--- src/rtl/seven_seg_pkg.sv ---
`default_nettype none
// +--------------------------------------------------------------------------+
// | Package  : seven_seg_pkg                                                 |
// | Purpose  : Constants and helpers shared by the seven-segment decoder and |
// |            the scanned-display blocks that feed it.                      |
// | Contents : NIB_W       - nibble width (decoder inputs x3..x0)            |
// |            MAX_DIGITS  - widest digit vector the helper accepts          |
// |            nib_select  - pick nibble 'sel' out of a packed digit vector  |
// | Revision : 1.0 - initial release                                         |
// +--------------------------------------------------------------------------+
package seven_seg_pkg;

  localparam int NIB_W      = 4;
  localparam int MAX_DIGITS = 16;
  localparam int NIB_VEC_W  = NIB_W * MAX_DIGITS;

  // Narrower digit vectors are zero-extended by the caller to NIB_VEC_W so a
  // single fixed-width helper serves every display size.
  function automatic logic [NIB_W-1:0] nib_select(
    input logic [NIB_VEC_W-1:0] vec,
    input int unsigned          sel
  );
    return vec[sel*NIB_W +: NIB_W];
  endfunction

endpackage : seven_seg_pkg
`default_nettype wire

--- src/rtl/tick_gen.sv ---
`default_nettype none
// +--------------------------------------------------------------------------+
// | Module   : tick_gen                                                      |
// | Purpose  : Free-running prescaler; pulses 'tick' once every PRESCALE     |
// |            clock cycles (every cycle when PRESCALE = 1).                 |
// | Ports    : clk   - clock, rising edge                                    |
// |            rst_n - asynchronous active-low reset                         |
// |            tick  - high on the last cycle of each PRESCALE period        |
// | Revision : 1.0 - initial release                                         |
// +--------------------------------------------------------------------------+
module tick_gen #(
  parameter int PRESCALE = 50000
) (
  input  logic clk,
  input  logic rst_n,
  output logic tick
);

  // Keep at least one counter bit so PRESCALE = 1 still elaborates cleanly;
  // the counter then simply sits at zero and tick stays high.
  localparam int PCNT_W = (PRESCALE > 1) ? $clog2(PRESCALE) : 1;
  localparam logic [PCNT_W-1:0] C_PCNT_LAST = PCNT_W'(PRESCALE - 1);

  logic [PCNT_W-1:0] pcnt_q;
  logic [PCNT_W-1:0] pcnt_d;

  assign tick = (pcnt_q == C_PCNT_LAST);

  always_comb begin
    pcnt_d = pcnt_q + 1'b1;
    if (tick) begin
      pcnt_d = '0;
    end
  end

  always_ff @(posedge clk or negedge rst_n) begin
    if (!rst_n) begin
      pcnt_q <= '0;
    end else begin
      pcnt_q <= pcnt_d;
    end
  end

endmodule : tick_gen
`default_nettype wire

--- src/rtl/hex_scan_driver.sv ---
`default_nettype none
// +--------------------------------------------------------------------------+
// | Module   : hex_scan_driver                                               |
// | Purpose  : Latches a multi-digit hex value via load/ready and scans it   |
// |            one nibble per slot onto a seven-segment decoder, with        |
// |            active-low common-anode digit enables and optional            |
// |            leading-zero blanking. New values commit only at frame        |
// |            boundaries so a frame never tears.                            |
// | Ports    : clk, rst_n    - clock / async active-low reset                |
// |            load, value   - capture strobe and 4*NUM_DIGITS hex value     |
// |            blank_lz      - 1 = blank leading-zero digits                 |
// |            ready         - 1 = no commit pending                         |
// |            nib           - current digit nibble (decoder x3..x0)         |
// |            digit_sel_n   - one-hot-low digit enable, all ones = blank    |
// |            frame_start   - one-cycle pulse after the index wraps to 0    |
// | Params   : NUM_DIGITS (2..16), PRESCALE (>=1 clk per digit slot)        |
// | Revision : 1.0 - initial release                                         |
// +--------------------------------------------------------------------------+
module hex_scan_driver
  import seven_seg_pkg::*;
#(
  parameter int NUM_DIGITS = 4,
  parameter int PRESCALE   = 50000
) (
  input  logic                        clk,
  input  logic                        rst_n,
  input  logic                        load,
  input  logic [NIB_W*NUM_DIGITS-1:0] value,
  input  logic                        blank_lz,
  output logic                        ready,
  output logic [NIB_W-1:0]            nib,
  output logic [NUM_DIGITS-1:0]       digit_sel_n,
  output logic                        frame_start
);

  localparam int DISP_W   = NIB_W * NUM_DIGITS;
  localparam int IDX_W    = $clog2(NUM_DIGITS);
  localparam int IDX_SPAN = 2 ** IDX_W;
  localparam logic [IDX_W-1:0] C_IDX_LAST = IDX_W'(NUM_DIGITS - 1);

  logic [IDX_W-1:0]  idx_q,         idx_d;
  logic [DISP_W-1:0] disp_q,        disp_d;
  logic [DISP_W-1:0] shadow_q,      shadow_d;
  logic              pending_q,     pending_d;
  logic              frame_start_q, frame_start_d;

  logic                 w_tick;
  logic                 w_wrap;
  logic                 w_blank;
  logic [IDX_SPAN-1:0]  w_upper_zero;
  logic [NIB_VEC_W-1:0] w_disp_ext;

  tick_gen #(
    .PRESCALE (PRESCALE)
  ) u_tick_gen (
    .clk   (clk),
    .rst_n (rst_n),
    .tick  (w_tick)
  );

  assign w_wrap = w_tick && (idx_q == C_IDX_LAST);

  always_comb begin
    idx_d         = idx_q;
    disp_d        = disp_q;
    shadow_d      = shadow_q;
    pending_d     = pending_q;
    frame_start_d = w_wrap;

    if (w_tick) begin
      idx_d = w_wrap ? '0 : idx_q + 1'b1;
    end

    // Commit uses the shadow as it stood before this edge, so a load landing
    // on the boundary edge is held back one full frame instead of tearing.
    if (w_wrap && pending_q) begin
      disp_d    = shadow_q;
      pending_d = 1'b0;
    end

    // A load always wins the pending flag, including on the commit edge.
    if (load) begin
      shadow_d  = value;
      pending_d = 1'b1;
    end
  end

  always_ff @(posedge clk or negedge rst_n) begin
    if (!rst_n) begin
      idx_q         <= '0;
      disp_q        <= '0;
      shadow_q      <= '0;
      pending_q     <= 1'b0;
      frame_start_q <= 1'b0;
    end else begin
      idx_q         <= idx_d;
      disp_q        <= disp_d;
      shadow_q      <= shadow_d;
      pending_q     <= pending_d;
      frame_start_q <= frame_start_d;
    end
  end

  // w_upper_zero[i]: nibbles i..NUM_DIGITS-1 of the displayed value are all
  // zero. Padded to a power of two so indexing by idx_q is always in range.
  for (genvar gi = 0; gi < IDX_SPAN; gi++) begin : g_lz
    if (gi < NUM_DIGITS) begin : g_real
      assign w_upper_zero[gi] = ~|disp_q[DISP_W-1:NIB_W*gi];
    end else begin : g_pad
      assign w_upper_zero[gi] = 1'b0;
    end
  end

  // Digit 0 is never blanked so a zero value still shows a single "0".
  assign w_blank = blank_lz && (idx_q != '0) && w_upper_zero[idx_q];

  always_comb begin
    w_disp_ext               = '0;
    w_disp_ext[DISP_W-1:0]   = disp_q;
  end

  assign nib         = nib_select(w_disp_ext, 32'(idx_q));
  assign digit_sel_n = w_blank ? '1 : ~(NUM_DIGITS'(1) << idx_q);
  assign ready       = ~pending_q;
  assign frame_start = frame_start_q;

endmodule : hex_scan_driver
`default_nettype wire

--- config.mk ---
export PLATFORM = sky130hd
export DESIGN_NAME = hex_scan_driver
export DESIGN_NICKNAME = d
export VERILOG_FILES = /design/src/rtl/seven_seg_pkg.sv /design/src/rtl/tick_gen.sv /design/src/rtl/hex_scan_driver.sv
export SDC_FILE = /design/constraint.sdc
export NUM_CORES = 1
export LEC_CHECK = 0
export ABC_CLOCK_PERIOD_IN_PS = 3380
export BUFFER_PORTS_ARGS = -buffer_cell sky130_fd_sc_hd__buf_4
export CAP_MARGIN = 30
export CORE_MARGIN = 10
export CORE_UTILIZATION = 30
export CTS_CLUSTER_DIAMETER = 200
export DETAILED_ROUTE_END_ITERATION = 8
export SETUP_SLACK_MARGIN = 0.5
export SLEW_MARGIN = 20
export SYNTH_ARGS = -nofsm -noshare
export SYNTH_HDL_FRONTEND = slang
export SYNTH_SLANG_ARGS = --single-unit
--- constraint.sdc ---
create_clock -name clk -period 3.38 [get_ports clk]
set_clock_uncertainty 0.2 [all_clocks]
set_input_delay 0.507 -clock clk [delete_from_list [all_inputs] [get_ports clk]]
set_output_delay 0.507 -clock clk [all_outputs]
set_load 0.1 [all_outputs]
Word level (Yosys, flattened, before mapping)
Index checks and enable logic that the tools add are counted.

Add/subtract/negate cells: 2. Multipliers: 0. Div/mod/pow operators: 0. Order comparisons: 1. Eq/ne operators: 2. Shift-type cells: 2. Multiplexer cells: 7. Bitwise gates (word level): 2. Reduce and logical (&&, ||, !) cells: 14.

Operator list (count): $shiftx A64 B5 Y4 (1); $add A16 B1 Y16 const B (1); $eq A16 B16 Y1 const B (1); $mux W16 (1); $reduce_or A16 Y1 (1); $reduce_or A12 Y1 (1); $reduce_or A8 Y1 (1); $logic_and A1 B1 Y1 (4); $logic_not A1 Y1 (4); $mux W4 (1); $not A4 Y4 (1); $reduce_bool A2 Y1 (2); $reduce_or A4 Y1 (1); $shl A1 B2 Y4 const A (1); $lt A2 B3 Y1 const B (1); $mux W1 (3); $add A2 B1 Y2 const B (1); $bmux W1 S2 (1); $eq A2 B2 Y1 const B (1); $mux W2 (1); $not A1 Y1 (1).

Bits in registers: 52. Bits in latches: 0. Bits in writable memories: 0. ROM bits: 0. Input port bits: 20. Output and inout bits: 10. Logic and storage cells: 36. Memories kept: 0.

Longest topological paths before layout
Depth in word-level cells: 6. Depth in mapped cells: 7. Gate-level depth less buffers: 6.

By module
A second synthesis with hierarchy kept.

Cell total of the unflattened synthesis: 172. Area, all modules: 2374.8 sq um.

By module, submodules not included: hex_scan_driver (instances 1, cells each 105, area an instance 1612.8 sq um, sequential area each 900.9 sq um); tick_gen (instances 1, cells each 67, area an instance 762.0 sq um, sequential area each 400.4 sq um).

Worst setup path after synthesis
OpenSTA, ideal clock, no wires.

Path kind: register to output. Start: register idx_q[0]. End: output port digit_sel_n[1]. Data arrival time: 2.350 ns. Data required time: 2.673 ns. Setup slack: 0.323 ns. Cell stages (with the launch flop): 8. Path buffers: 1. Cells stage by stage: dfrtp_1 -> clkbuf_1 -> inv_1 -> ha_1 -> nor4_1 -> nand3b_1 -> a211oi_1 -> nand2b_1.

Cells in the longest elaborated chain, start to end: 4.

RTL lines: start: declaration (line hex_scan_driver.sv:41) `logic [IDX_W-1:0] idx_q, idx_d;`; start signal: assignment (line hex_scan_driver.sv:96) `idx_q <= idx_d;`; $bmux W1 S2 or $reduce_bool A2 Y1 (tied branches) (line hex_scan_driver.sv:115) `assign w_blank = blank_lz && (idx_q != '0) && w_upper_zero[idx_q];`; $mux W1 (implied by the code) or $logic_and A1 B1 Y1 (tied branches) (line hex_scan_driver.sv:115); $logic_and A1 B1 Y1 (line hex_scan_driver.sv:115); $mux W4 * (line hex_scan_driver.sv:123) `assign digit_sel_n = w_blank ? '1 : ~(NUM_DIGITS'(1) << idx_q);`; end: declaration (line hex_scan_driver.sv:32) `output logic [NUM_DIGITS-1:0] digit_sel_n,`.

Mark *: on every way between the ends. The rest lies on a longest branch, timed or not. The select of a mux whose other input is x is not followed.

Worst setup path after layout
Same ends and word-level chain as after synthesis.

==> results_dict.tcl <==
set metrics [dict create \
    via_per_inst 4.60 \
    clk_latency_ns 0.31 \
    drt-pass1-iter-count 4 \
    ios 30 \
    grt.total_usage 0.0803 \
    finalNonFillerCells 313 \
    syn_area_um2 2400 \
    seq_area_um2 1300 \
    hold_slack_ns 0.0157 \
    drive_gt1_frac 0.445 \
    avgSynthCellArea_um2 13.5 \
    rsz0062_at_grt "false" \
    finalHoldViolCount 0 \
    yosysWarnings 0 \
    r2r-end "disp_q[15]" \
    finish.utilization 0.370 \
    wl_per_cell_um 14.5 \
    die_x_um 110 \
    start_util 0.309 \
    period_share 0.799 \
    setup_violations 0 \
    critical_path_class "reg -> out" \
    end_kind "output port" \
    vias 1441 \
    wirelength_um 4540 \
    worst_ep_required_time_ns 2.67 \
    grt_pass1_vias 1465 \
    slew_viol_final 0 \
    grt-ovfl-total 0 \
    synth_edf_count 0 \
    grt_max_degree 53 \
    clk_transition_reported_paths_ns 0.09 \
    period_needed_ns 2.70 \
    dp_hpwl_um 3290 \
    slowest_stage "dfrtp_2" \
    startpoint "idx_q[0]" \
    cap_violations 0 \
    drc 0 \
    htree_levels 2 \
    synth_cell_types 35 \
    tns_ns 0 \
    ys.flop_type "dfrtp_1" \
    areaGrowthSynthToFinish_pct 19.7 \
    startpoint_type "flop" \
    ir_drop_mv 0.162 \
    clockBufferDepth 2 \
    nFillCells 785 \
    fmax_mhz 370 \
    endpoint "digit_sel_n[1]" \
    die_y_um 110 \
    port_buffers 29 \
    cts_sinks 52 \
    clockRootBuffer "clkbuf_8" \
    synthCells 178 \
    async_reset_ff_frac 1.00 \
    max_stage_delay_ns 0.36 \
    multiInputGateArea_um2 1060 \
    num_antenna_cells 0 \
    slew_headroom 0.560 \
    drt_iter0_drc 110 \
    rows 32 \
    yosysSeqAreaShare 0.541 \
    cp_data_arrival_time_ns 2.00 \
    cts_tree "built" \
    synth-seq-cells 52 \
    core_um2 7770 \
    max_slew.worst_pin.slew_ns 0.660 \
    dpl.cell_count 303 \
    antenna_left 0 \
    r2r_slack_ns 1.13 \
    gp_congestion 0.756 \
    grt_pass1_wl_um 7580 \
    synth.net_count 204 \
    crit_chain "inv_1 -> ha_1 -> nor4_2 -> nand3b_1 -> a211oi_2 -> nand2b_2 -> buf_6" \
    r2r-start "u_tick_gen.pcnt_q[0]" \
    dieArea_um2 12000 \
    antenna_found_initial 0 \
    reg2reg_depth 5 \
    worstPathMaxFanout 5 \
    leakage_nw 1.30 \
    min_path_type "in -> async" \
    power_density_nw_per_um2 397 \
    status "complete, no violations" \
    layout.nets 236 \
    cts_buffers 5 \
]
## area by class of cell
| cell class | count | share of cell area |
|---|---|---|
| clock buffer | 5 | 0.0239 |
| clock inverter | 3 | 0.0161 |
| inverter | 7 | 0.00913 |
| multi-input combinational | 113 | 0.368 |
| sequential | 52 | 0.453 |
| tap | 102 | 0.0444 |
| timing repair buffer | 31 | 0.0848 |
## registers in the layout, summed over array words and instances, names as in the netlist
register and flops:
pending_q 1, u_tick_gen.pcnt_q 16, shadow_q 16, disp_q 16, idx_q 2, frame_start 1
## worst max-delay path: cells and delay by family (launching register included)
family	cells	cell delay, ns
AND/OR/NAND/NOR	3	0.56
flip-flops	1	0.36
buffers and inverters	2	0.31
adder cells (fa/ha/maj)	1	0.23
AO/OA/AOI/OAI	1	0.22
## Yosys cell counts (2+ instances only)
cell type	number	area (um2)
dfrtp_1	52	1300
mux2_2	24	270
mux2_4	10	150
nor2_1	10	37.5
nand2_1	9	33.8
inv_1	7	26.3
ha_1	6	75.1
nor4_1	6	37.5
xnor2_1	5	43.8
xor2_1	5	43.8
mux4_2	4	90.1
o21ai_0	4	20.0
clkbuf_1	3	11.3
nand2b_1	3	18.8
nand3_1	3	15.0
nand4_1	3	18.8
a21oi_1	2	10.0
and4bb_2	2	25.0
buf_2	2	10.0
nor3_1	2	10.0
or2_2	2	12.5
## worst min path at each step
stage	end	cells past startpoint
global route	idx_q[1]	1
detailed placement	u_tick_gen.pcnt_q[15]	1
finish	u_tick_gen.pcnt_q[7]	1
global placement	u_tick_gen.pcnt_q[15]	1
floorplan	disp_q[0]	0
CTS	shadow_q[12]	1
## stage by stage
step / cell area [um2] / setup WS [ns] / total power [mW]
after floorplan: 2410 / 0.624 / 0.683
after global placement: 2720 / 0.660 / 0.718
after detailed placement: 2720 / 0.552 / 0.719
after CTS: 2860 / 0.533 / 1.16
after global routing: 2880 / 0.505 / 1.19
final: 2880 / 0.678 / 1.14
## layout by cell type, fill, tap and decap left out, types with 3 or more instances in the layout
| cell type | instances |
|---|---|
| buf_4 | 28 |
| buf_6 | 3 |
| clkbuf_8 | 5 |
| dfrtp_1 | 50 |
| ha_1 | 6 |
| inv_1 | 7 |
| mux2_2 | 24 |
| mux2_4 | 10 |
| mux4_2 | 4 |
| nand2_1 | 9 |
| nand2b_2 | 3 |
| nand3_1 | 3 |
| nand4_1 | 3 |
| nor2_1 | 10 |
| nor4_1 | 4 |
| o21ai_0 | 4 |
| xnor2_1 | 5 |
| xor2_1 | 5 |
## report_power, final
part | total (mW) | internal (mW) | switching (mW)
clock | 0.437 | 0.223 | 0.213
combinational | 0.0534 | 0.0312 | 0.0222
sequential | 0.651 | 0.641 | 0.00985
total | 1.14 | 0.895 | 0.246
## layer usage
metal / up-vias / part of all wire / global-route usage
li1: 692 / - / -
met2: 23 / 0.44 / 0.115
met1: 718 / 0.48 / 0.105
met4: 0 / 0.022 / 0.0362
met3: 8 / 0.056 / 0.0298
met5: - / 0 / 0
## what timing repair did
| item | 4_1_cts | 5_1_grt |
|---|---|---|
| resized for setup | 6 | 2 |
| setup buffers | 1 | 1 |
| hold buffers | 0 | 0 |
| endpoints found under the setup margin | 3 | 3 |
## logic make-up after synthesis
| logic type | Yosys count | synth area share |
|---|---|---|
| buf+inv | 13 | 0.0281 |
| mux | 39 | 0.217 |
| xor+xnor | 10 | 0.0364 |
| flops | 52 | 0.541 |
| fa+ha+maj | 6 | 0.0312 |
| simple gates | 50 | 0.128 |
| compound gates | 8 | 0.0187 |
Note: power is estimated with default switching activity, not from simulation.
